===== config.mk =====
export PLATFORM = sky130hd
export DESIGN_NAME = btb_2way
export DESIGN_NICKNAME = d
export VERILOG_FILES = /design/src/rtl/btb_pkg.sv /design/src/rtl/btb_predictor_fsm.sv /design/src/rtl/btb_2way.sv
export SDC_FILE = /design/constraint.sdc
export NUM_CORES = 2
export LEC_CHECK = 0
export CAP_MARGIN = 20
export CORE_MARGIN = 2
export CORE_UTILIZATION = 55
export CTS_BUF_LIST = sky130_fd_sc_hd__clkbuf_16
export CTS_CLUSTER_DIAMETER = 100
export DETAILED_ROUTE_END_ITERATION = 16
export PLACE_DENSITY = 0.78
export SLEW_MARGIN = 20
export SYNTH_ARGS = -nofsm -noshare
export SYNTH_HDL_FRONTEND = slang
export SYNTH_SLANG_ARGS = --single-unit

===== constraint.sdc =====
create_clock -name clk -period 33.3 [get_ports clk]
set_input_delay 3.33 -clock clk [delete_from_list [all_inputs] [get_ports clk]]
set_output_delay 3.33 -clock clk [all_outputs]
set_load 0.05 [all_outputs]

===== src/rtl/btb_pkg.sv =====
// Shared types and widths for the 2-way branch target buffer.
// Holds the 2-bit direction predictor encoding and its next-state rule.
// Pure definitions: no latency, no flow control.
`timescale 1ns/1ps
package btb_pkg;

    localparam int NUM_SETS = 8;
    localparam int WAYS     = 2;
    localparam int ADDR_W   = 32;
    localparam int INDEX_W  = $clog2(NUM_SETS);
    localparam int TAG_W    = ADDR_W - INDEX_W - 2;

    typedef enum logic [1:0] {
        SNT = 2'b00,
        WNT = 2'b01,
        WT  = 2'b10,
        ST  = 2'b11
    } bp_state_e;

    typedef struct packed {
        logic              vld;
        logic [TAG_W-1:0]  tag;
        logic [ADDR_W-1:0] target;
        bp_state_e         state;
    } btb_entry_t;

    // Correct outcome saturates toward the current direction; a mispredict
    // takes one step toward the other direction.
    function automatic bp_state_e next_state(input bp_state_e state, input logic mispredicted);
        bp_state_e nxt;
        case (state)
            ST:      nxt = mispredicted ? WT  : ST;
            WT:      nxt = mispredicted ? WNT : ST;
            WNT:     nxt = mispredicted ? WT  : SNT;
            default: nxt = mispredicted ? WNT : SNT;
        endcase
        return nxt;
    endfunction

endpackage


===== src/rtl/btb_predictor_fsm.sv =====
// Next-state logic for one 2-bit direction predictor entry.
// Combinational, zero latency.
// No flow control.
`timescale 1ns/1ps
module btb_predictor_fsm
    import btb_pkg::*;
(
    input  bp_state_e state_cur,
    input  logic      mispredicted,
    output bp_state_e state_nxt
);

    assign state_nxt = next_state(state_cur, mispredicted);

endmodule


===== src/rtl/btb_2way.sv =====
// 2-way set-associative BTB: combinational lookup, synchronous train/allocate.
// Lookup zero latency; update visible the cycle after the strobe edge.
// No backpressure: one update accepted every cycle.
`timescale 1ns/1ps
module btb_2way #(
    parameter int NUM_SETS = btb_pkg::NUM_SETS,
    parameter int ADDR_W   = btb_pkg::ADDR_W
) (
    input  logic              clk,
    input  logic              rst,
    input  logic [ADDR_W-1:0] PC,
    input  logic              update,
    input  logic [ADDR_W-1:0] updatePC,
    input  logic [ADDR_W-1:0] updateTarget,
    input  logic              mispredicted,
    output logic              valid,
    output logic [ADDR_W-1:0] target,
    output logic              predictedTaken
);
    import btb_pkg::*;

    localparam int IDX_W = $clog2(NUM_SETS);
    localparam int TG_W  = ADDR_W - IDX_W - 2;

    typedef struct packed {
        logic              vld;
        logic [TG_W-1:0]   tag;
        logic [ADDR_W-1:0] target;
        bp_state_e         state;
    } entry_t;

    localparam entry_t RESET_ENTRY = '{vld: 1'b0, tag: '0, target: '0, state: ST};

    entry_t [WAYS-1:0] ways_q [NUM_SETS];
    entry_t [WAYS-1:0] ways_d [NUM_SETS];
    logic [NUM_SETS-1:0] lru_q;
    logic [NUM_SETS-1:0] lru_d;

    // Byte offset within the instruction word never participates.
    logic unused_lsb;
    assign unused_lsb = ^{PC[1:0], updatePC[1:0]};

    logic [IDX_W-1:0] rd_idx;
    logic [TG_W-1:0]  rd_tag;
    entry_t           rd_w0;
    entry_t           rd_w1;
    logic             rd_hit0;
    logic             rd_hit1;

    assign rd_idx  = PC[IDX_W+1:2];
    assign rd_tag  = PC[ADDR_W-1:IDX_W+2];
    assign rd_w0   = ways_q[rd_idx][0];
    assign rd_w1   = ways_q[rd_idx][1];
    assign rd_hit0 = rd_w0.vld && (rd_w0.tag == rd_tag);
    assign rd_hit1 = rd_w1.vld && (rd_w1.tag == rd_tag);

    always_comb begin
        valid          = 1'b0;
        target         = '0;
        predictedTaken = 1'b0;
        if (rd_hit0) begin
            valid          = 1'b1;
            target         = rd_w0.target;
            predictedTaken = rd_w0.state[1];
        end else if (rd_hit1) begin
            valid          = 1'b1;
            target         = rd_w1.target;
            predictedTaken = rd_w1.state[1];
        end
    end

    logic [IDX_W-1:0] wr_idx;
    logic [TG_W-1:0]  wr_tag;
    entry_t           wr_w0;
    entry_t           wr_w1;
    logic             wr_hit0;
    logic             wr_hit1;
    logic             wr_way;
    bp_state_e        cur_state;
    bp_state_e        trained_state;
    entry_t           wr_entry;

    assign wr_idx    = updatePC[IDX_W+1:2];
    assign wr_tag    = updatePC[ADDR_W-1:IDX_W+2];
    assign wr_w0     = ways_q[wr_idx][0];
    assign wr_w1     = ways_q[wr_idx][1];
    assign wr_hit0   = wr_w0.vld && (wr_w0.tag == wr_tag);
    assign wr_hit1   = wr_w1.vld && (wr_w1.tag == wr_tag);
    assign cur_state = wr_hit1 ? wr_w1.state : wr_w0.state;

    btb_predictor_fsm u_fsm (
        .state_cur    (cur_state),
        .mispredicted (mispredicted),
        .state_nxt    (trained_state)
    );

    // Hits train in place; misses fill an empty way first, else the LRU way.
    always_comb begin
        if (wr_hit0)         wr_way = 1'b0;
        else if (wr_hit1)    wr_way = 1'b1;
        else if (!wr_w0.vld) wr_way = 1'b0;
        else if (!wr_w1.vld) wr_way = 1'b1;
        else                 wr_way = lru_q[wr_idx];
    end

    always_comb begin
        wr_entry.vld    = 1'b1;
        wr_entry.tag    = wr_tag;
        wr_entry.target = updateTarget;
        wr_entry.state  = (wr_hit0 || wr_hit1) ? trained_state : ST;
    end

    always_comb begin
        ways_d = ways_q;
        lru_d  = lru_q;
        if (update) begin
            ways_d[wr_idx][wr_way] = wr_entry;
            lru_d[wr_idx]          = ~wr_way;
        end
    end

    always_ff @(posedge clk or posedge rst) begin
        if (rst) begin
            for (int s = 0; s < NUM_SETS; s++) begin
                for (int w = 0; w < WAYS; w++) begin
                    ways_q[s][w] <= RESET_ENTRY;
                end
            end
            lru_q <= '0;
        end else begin
            ways_q <= ways_d;
            lru_q  <= lru_d;
        end
    end

endmodule


Word level (Yosys, flattened, before mapping)
Cells that the tools add are included.

Bits in registers: 1000. Latch bits: 0. Bits in writable memories: 0. Memory bits (read-only): 0. Bits of input ports: 100. Output and inout port bits: 34. Logic and storage cells: 123. Memories kept: 0.

Add/sub/neg operators: 0. $mul: 0. Div/mod/pow operators: 0. Order comparisons: 7. Eq/ne operators: 7. Shifts and indexed selects: 0. Muxes and demuxes: 33. Bitwise operators: 3. Reduce and logical (&&, ||, !) cells: 8.

Operators by type and width (count): $bwmux W992 (1); $bmux W124 S3 (2); $mux W124 (5); $demux W124 S3 (1); $eq A27 B27 Y1 (4); $mux W32 (2); $demux W62 S1 (1); $mux W62 (1); $mux W1 (12); $bwmux W8 (1); $ge A4 B4 Y1 const B (2); $mux W2 (4); $not A3 Y4 (2); $logic_and A1 B1 Y1 (7); $pmux W2 S3 (1); $eq A2 B2 Y1 const B (2); $lt A3 B4 Y1 const B (1); $lt A4 B1 Y1 const B (1); $bmux W1 S3 (1); $demux W1 S3 (1); $ge A3 B1 Y1 const B (1); $eq A2 B1 Y1 const B (1); $lt A1 B2 Y1 const B (1); $ge A1 B1 Y1 const B (1); 2 further kinds (2).

Depth between registers and ports, before layout
Depth after elaboration: 15. Depth in mapped cells: 17. Depth with buffers taken out: 9.

Hierarchy
Synthesis repeated with hierarchy kept, for this count alone.

Cells, all modules: 3304. Area, all modules: 50236.9 sq um.

By module, submodules not included: btb_2way (times used 1, cells an instance 3301, area each 50213.2 sq um, sequential area each 25064.0 sq um); btb_predictor_fsm (times used 1, cells an instance 3, area each 23.8 sq um, sequential area each 0.0 sq um).

Least setup slack after synthesis
Ideal clock, no wire load.

Path kind: input-to-output. From: in PC[2]. To: out target[10]. Arrival time: 7528 ps. Data required time: 29970 ps. Path slack: 22442 ps. Stages on the path: 12. Path buffers: 5. Cell sequence: buf_2 > buf_2 > buf_1 > buf_2 > mux4_2 > mux2i_1 > xor2_1 > nand4_1 > nor3_1 > nand4_1 > clkbuf_1 > o31ai_1.

Longest elaborated chain between the ends: 8. Elaborated cells on any way between the ends: 10. Classes of those cells: eq/ne (2); mux (5); bitwise (1); reduce/logical (2).

Ends and longest elaborated chain: from (decl) (line btb_2way.sv:11) `input logic [ADDR_W-1:0] PC,`; $not A3 Y4 (implied by the code) * (line btb_2way.sv:52, btb_2way.sv:53); $bmux W124 S3 * (line btb_2way.sv:52, btb_2way.sv:53); $mux W124 (implied by the code) * (2 in series) (line btb_2way.sv:53) `assign rd_w1 = ways_q[rd_idx][1];`; $eq A27 B27 Y1 (line btb_2way.sv:55) `assign rd_hit1 = rd_w1.vld && (rd_w1.tag == rd_tag);`; $logic_and A1 B1 Y1 (line btb_2way.sv:55); $mux W32 (line btb_2way.sv:65) `end else if (rd_hit1) begin`; $mux W32 * (line btb_2way.sv:61) `if (rd_hit0) begin`; to (decl) (line btb_2way.sv:17) `output logic [ADDR_W-1:0] target,`.

Mark *: on every way between the ends. The rest lies on a longest branch, timed or not. The select of a mux whose other input is x is not followed.

Final worst setup path
From: in PC[3]. To: out target[14].

The elaborated chain is that of the path after synthesis.

==> metrics.md <==
| Metric | Value |
|---|---|
| Number of instances in the synthesized netlist | `3296` |
| Detailed-route DRC error count | `0` |
| Number of optimization iterations in the first detailed-route pass | `6` |
| Slew @ Worst Pin | `1.258 ns` |
| Worst voltage drop across the vdd grid | `51.15 uV` |
| Count of different cell masters after synthesis | `69` |
| Count of port buffers added during placement | `129` |
| Final worst-path cycle share | `39.57%` |
| Final estimated routing congestion in global placement | `0.9447` |
| Number of top-level design ports | `134` |
| Worst skew pair latency | `0.70 ns` |
| CP max stage delay | `0.93 ns` |
| Congestion Overflow GR | `0` |
| HPWL after detailed placement | `77490 um` |
| WP data required | `29.97 ns` |
| Ratio of cells with drive above 1 in the final layout | `47.04%` |
| Async SR Flop Fraction | `100.0%` |
| Crit-path cells | `buf_8 > buf_4 > buf_4 > mux4_2 > xnor2_1 > nand2_1 > o21ai_0 > nand4_1 > nor3_1 > nand4_1 > buf_4 > o31ai_1 > clkdlybuf4s50_1` |
| Power density cells | `86.79 nW/um2` |
| Type of destination of the critical path | `primary output` |
| Initial core utilization | `55.73%` |
| Leakage Power | `23.62 nW` |
| Count of H-tree levels built during CTS | `3` |
| Post-synthesis cell area | `51240 um2` |
| Timing-limited maximum frequency | `75.89 MHz` |
| Number of hold-repair buffers added at the cts stage | `0` |
| Horizontal extent of the die | `309.2 um` |
| Clock buffers created by TritonCTS | `104` |
| Final cell count without fillers | `4609` |
| Tmin final | `13.18 ns` |
| Cell mode on critical path | `sky130_fd_sc_hd__buf_4` |
| Global-route wire length before repair | `206000 um` |
| Initial antenna violation count | `10` |
| Number of routed nets with antenna violations | `0` |
| Fill cell instance count of the final layout | `6679` |
| Final hold vios | `0` |
| Worst Setup Slack, final | `20.12 ns` |
| Vias per std cell | `6.594` |
| Class of the tightest hold or removal check | `reg -> reg` |
| Worst setup skew after layout | `0.03410 ns` |
| Setup repair after global routing missed its margin | `false` |
| Die height | `309.2 um` |
| Total number of vias | `30.39k` |
| Total Routing Usage GR | `28.78%` |
| Core area | `91940 um2` |
| Setup CP Type | `in -> out` |
| Utilization after layout | `60.75%` |
| Net total in the final layout | `3375` |
| Yosys top cell area share | `47.28%` |
| Area grow syn2layout | `9.016%` |
| Flip-flop and latch count after synthesis | `1000` |
| Reg clk slew, reported paths | `0.06 ns` |
| Final Max Tran Viols | `0` |
| Synthesized Nets | `3396` |
| Dominant register cell in the synthesized netlist | `sky130_fd_sc_hd__dfrtp_1` |
| Via count of the first global-routing pass | `32.38k` |
| Clock sink total | `1000` |
| Cell with the biggest individual delay on the critical path | `sky130_fd_sc_hd__clkdlybuf4s50_1` |
| Total power consumption of the routed design | `4.847 mW` |
| CTS tree | `built` |
| Portion of the post-synthesis area used by sequential elements | `48.92%` |
| Post-cts gate resize count | `0` |
| Number of DRC violations after detailed-routing iteration 0 | `2998` |
| Critical Path Fanout Max | `72` |
| Top cells by area in the synthesized netlist | `sky130_fd_sc_hd__dfrtp_1 (47%), sky130_fd_sc_hd__mux2_2 (19%), sky130_fd_sc_hd__mux4_2 (14%), sky130_fd_sc_hd__mux2_4 (3.8%), sky130_fd_sc_hd__mux2i_1 (3.4%)` |
| Category of the worst setup path launch point | `input port` |
| Final Routed Wirelength | `135200 um` |
| Setup repair bufs after CTS | `0` |
| Max-capacitance violation count | `0` |
| Total number of yosys warnings | `0` |
| Maximum buffer depth of the clock tree | `3` |
| Post-placement setup slack | `20.25 ns` |
| Post-synth EDFFs | `0` |
| Setup tns final | `0 ns` |
| Cell at the root of the clock tree | `sky130_fd_sc_hd__clkbuf_16` |
| Cell accounting for the most synthesized area | `sky130_fd_sc_hd__dfrtp_1` |
| Number of endpoints failing setup at the final stage | `0` |
| Arrival time at the worst endpoint | `9.85 ns` |
| Placed instance count | `4410` |
| Mean cell area of the mapped netlist | `15.54 um2` |
| Wire length per cell | `29.34 um` |
| Worst slew margin | `15.96%` |
| Maximum number of pins on one net before global-route repair | `194` |
| Die area | `95610 um2` |
| Run status | `finished clean` |
| Number of rows created at floorplan | `111` |
==> metal layers <==
layer	share of wire, %	up-vias	global-route usage [%]
li1	-	12381	-
met1	40	16431	38.44
met2	49	1276	46.43
met3	7.6	299	6.216
met4	3.7	6	11.21
met5	0.029	-	0
==> cell type report <==
type	instances	area, um2	area share [%]
Timing Repair Buffer	181	1763	3.156
Multi-Input combinational cell	1982	24220	43.36
Tap cell	1243	1555	2.784
Clock inverter	82	545.5	0.9767
Antenna cell	9	22.52	0.04032
Inverter	6	35.03	0.06272
Sequential cell	1000	25060	44.87
Clock buffer	106	2653	4.749
==> synth_stat cells (33+ instances only) <==
cell type	n
sky130_fd_sc_hd__mux2_4	129
sky130_fd_sc_hd__xnor2_1	63
sky130_fd_sc_hd__dfrtp_1	968
sky130_fd_sc_hd__buf_1	36
sky130_fd_sc_hd__mux2i_1	175
sky130_fd_sc_hd__buf_6	61
sky130_fd_sc_hd__mux2_2	877
sky130_fd_sc_hd__nor2_1	47
sky130_fd_sc_hd__xor2_1	37
sky130_fd_sc_hd__o31ai_1	33
sky130_fd_sc_hd__mux4_2	315
sky130_fd_sc_hd__clkbuf_1	113
sky130_fd_sc_hd__nand2_1	58
sky130_fd_sc_hd__buf_2	58
==> power by group <==
group          switching (mW)  internal [mW]  total (mW)
Combinational           0.561          0.950        1.51
Clock                   0.488          0.620        1.11
Sequential              0.393           1.84        2.23
Total                    1.44           3.41        4.85
==> cell families (layout without fill, tap and decap cells) <==
logic type / Yosys count / count (layout) / share of synthesized area [%]
DFF: 1000 / 1000 / 48.92
xor gates and xnor gates: 100 / 100 / 1.709
buffers and inverters: 314 / 375 / 3.924
and+or+nand+nor: 222 / 222 / 2.503
muxes: 1515 / 1515 / 40.80
AOI/OAI and AO/OA: 145 / 145 / 2.147
other: 0 / 9 / 0
==> sequential cells by signal, summed over array words and instances, names as in the netlist <==
signal	count
lru_q	8
ways_q	992
==> worst max-delay path, delay by kind of cell <==
family	cells	cell delay, ns
buf+inv	5	3.39
simple gates	4	0.87
compound gates	2	1.42
xor+xnor	1	0.21
mux	1	0.44
==> cells in the final DEF (no fill, tap or decap), drive strengths merged, types with 5 or more instances in the layout <==
cell type      instances
a21oi                  5
a22oi                 23
a2bb2oi               18
a31oi                  5
and3                   6
buf                   56
bufinv                 6
clkbuf               108
clkdlybuf4s50        123
clkinv                45
dfrtp                968
dfstp                 32
diode                  9
inv                   36
mux2                1023
mux2i                175
mux4                 317
nand2                 66
nand2b                12
nand3                 11
nand4                 11
nor2                  47
nor2b                  5
nor3                  20
nor4                  19
o21ai                 13
o22ai                 14
o2bb2ai                6
o31ai                 33
or2                    9
xnor2                 63
xor2                  37
==> metrics by stage <==
step | area (um2) | hold slack (ns)
floorplan | 51240 | 0.4441
global placement | 52570 | 0.4622
detailed placement | 52580 | 0.4747
CTS | 55770 | 0.4880
global route | 55850 | 0.5009
finish | 55850 | 0.4889
==> worst paths after layout <==
kind	to	start	cells past startpoint	slack, ns
min	ways_q[437]	ways_q[437]	1	0.49
max reg2reg	ways_q[494]	ways_q[99]	12	27.77
min in group asynchronous	ways_q[44]	rst	2	3.20
min reg2reg	ways_q[437]	ways_q[437]	1	0.49
max	target[14]	PC[3]	13	20.12
max in group asynchronous	ways_q[193]	rst	6	26.25
(Power assumes the default switching activity.)
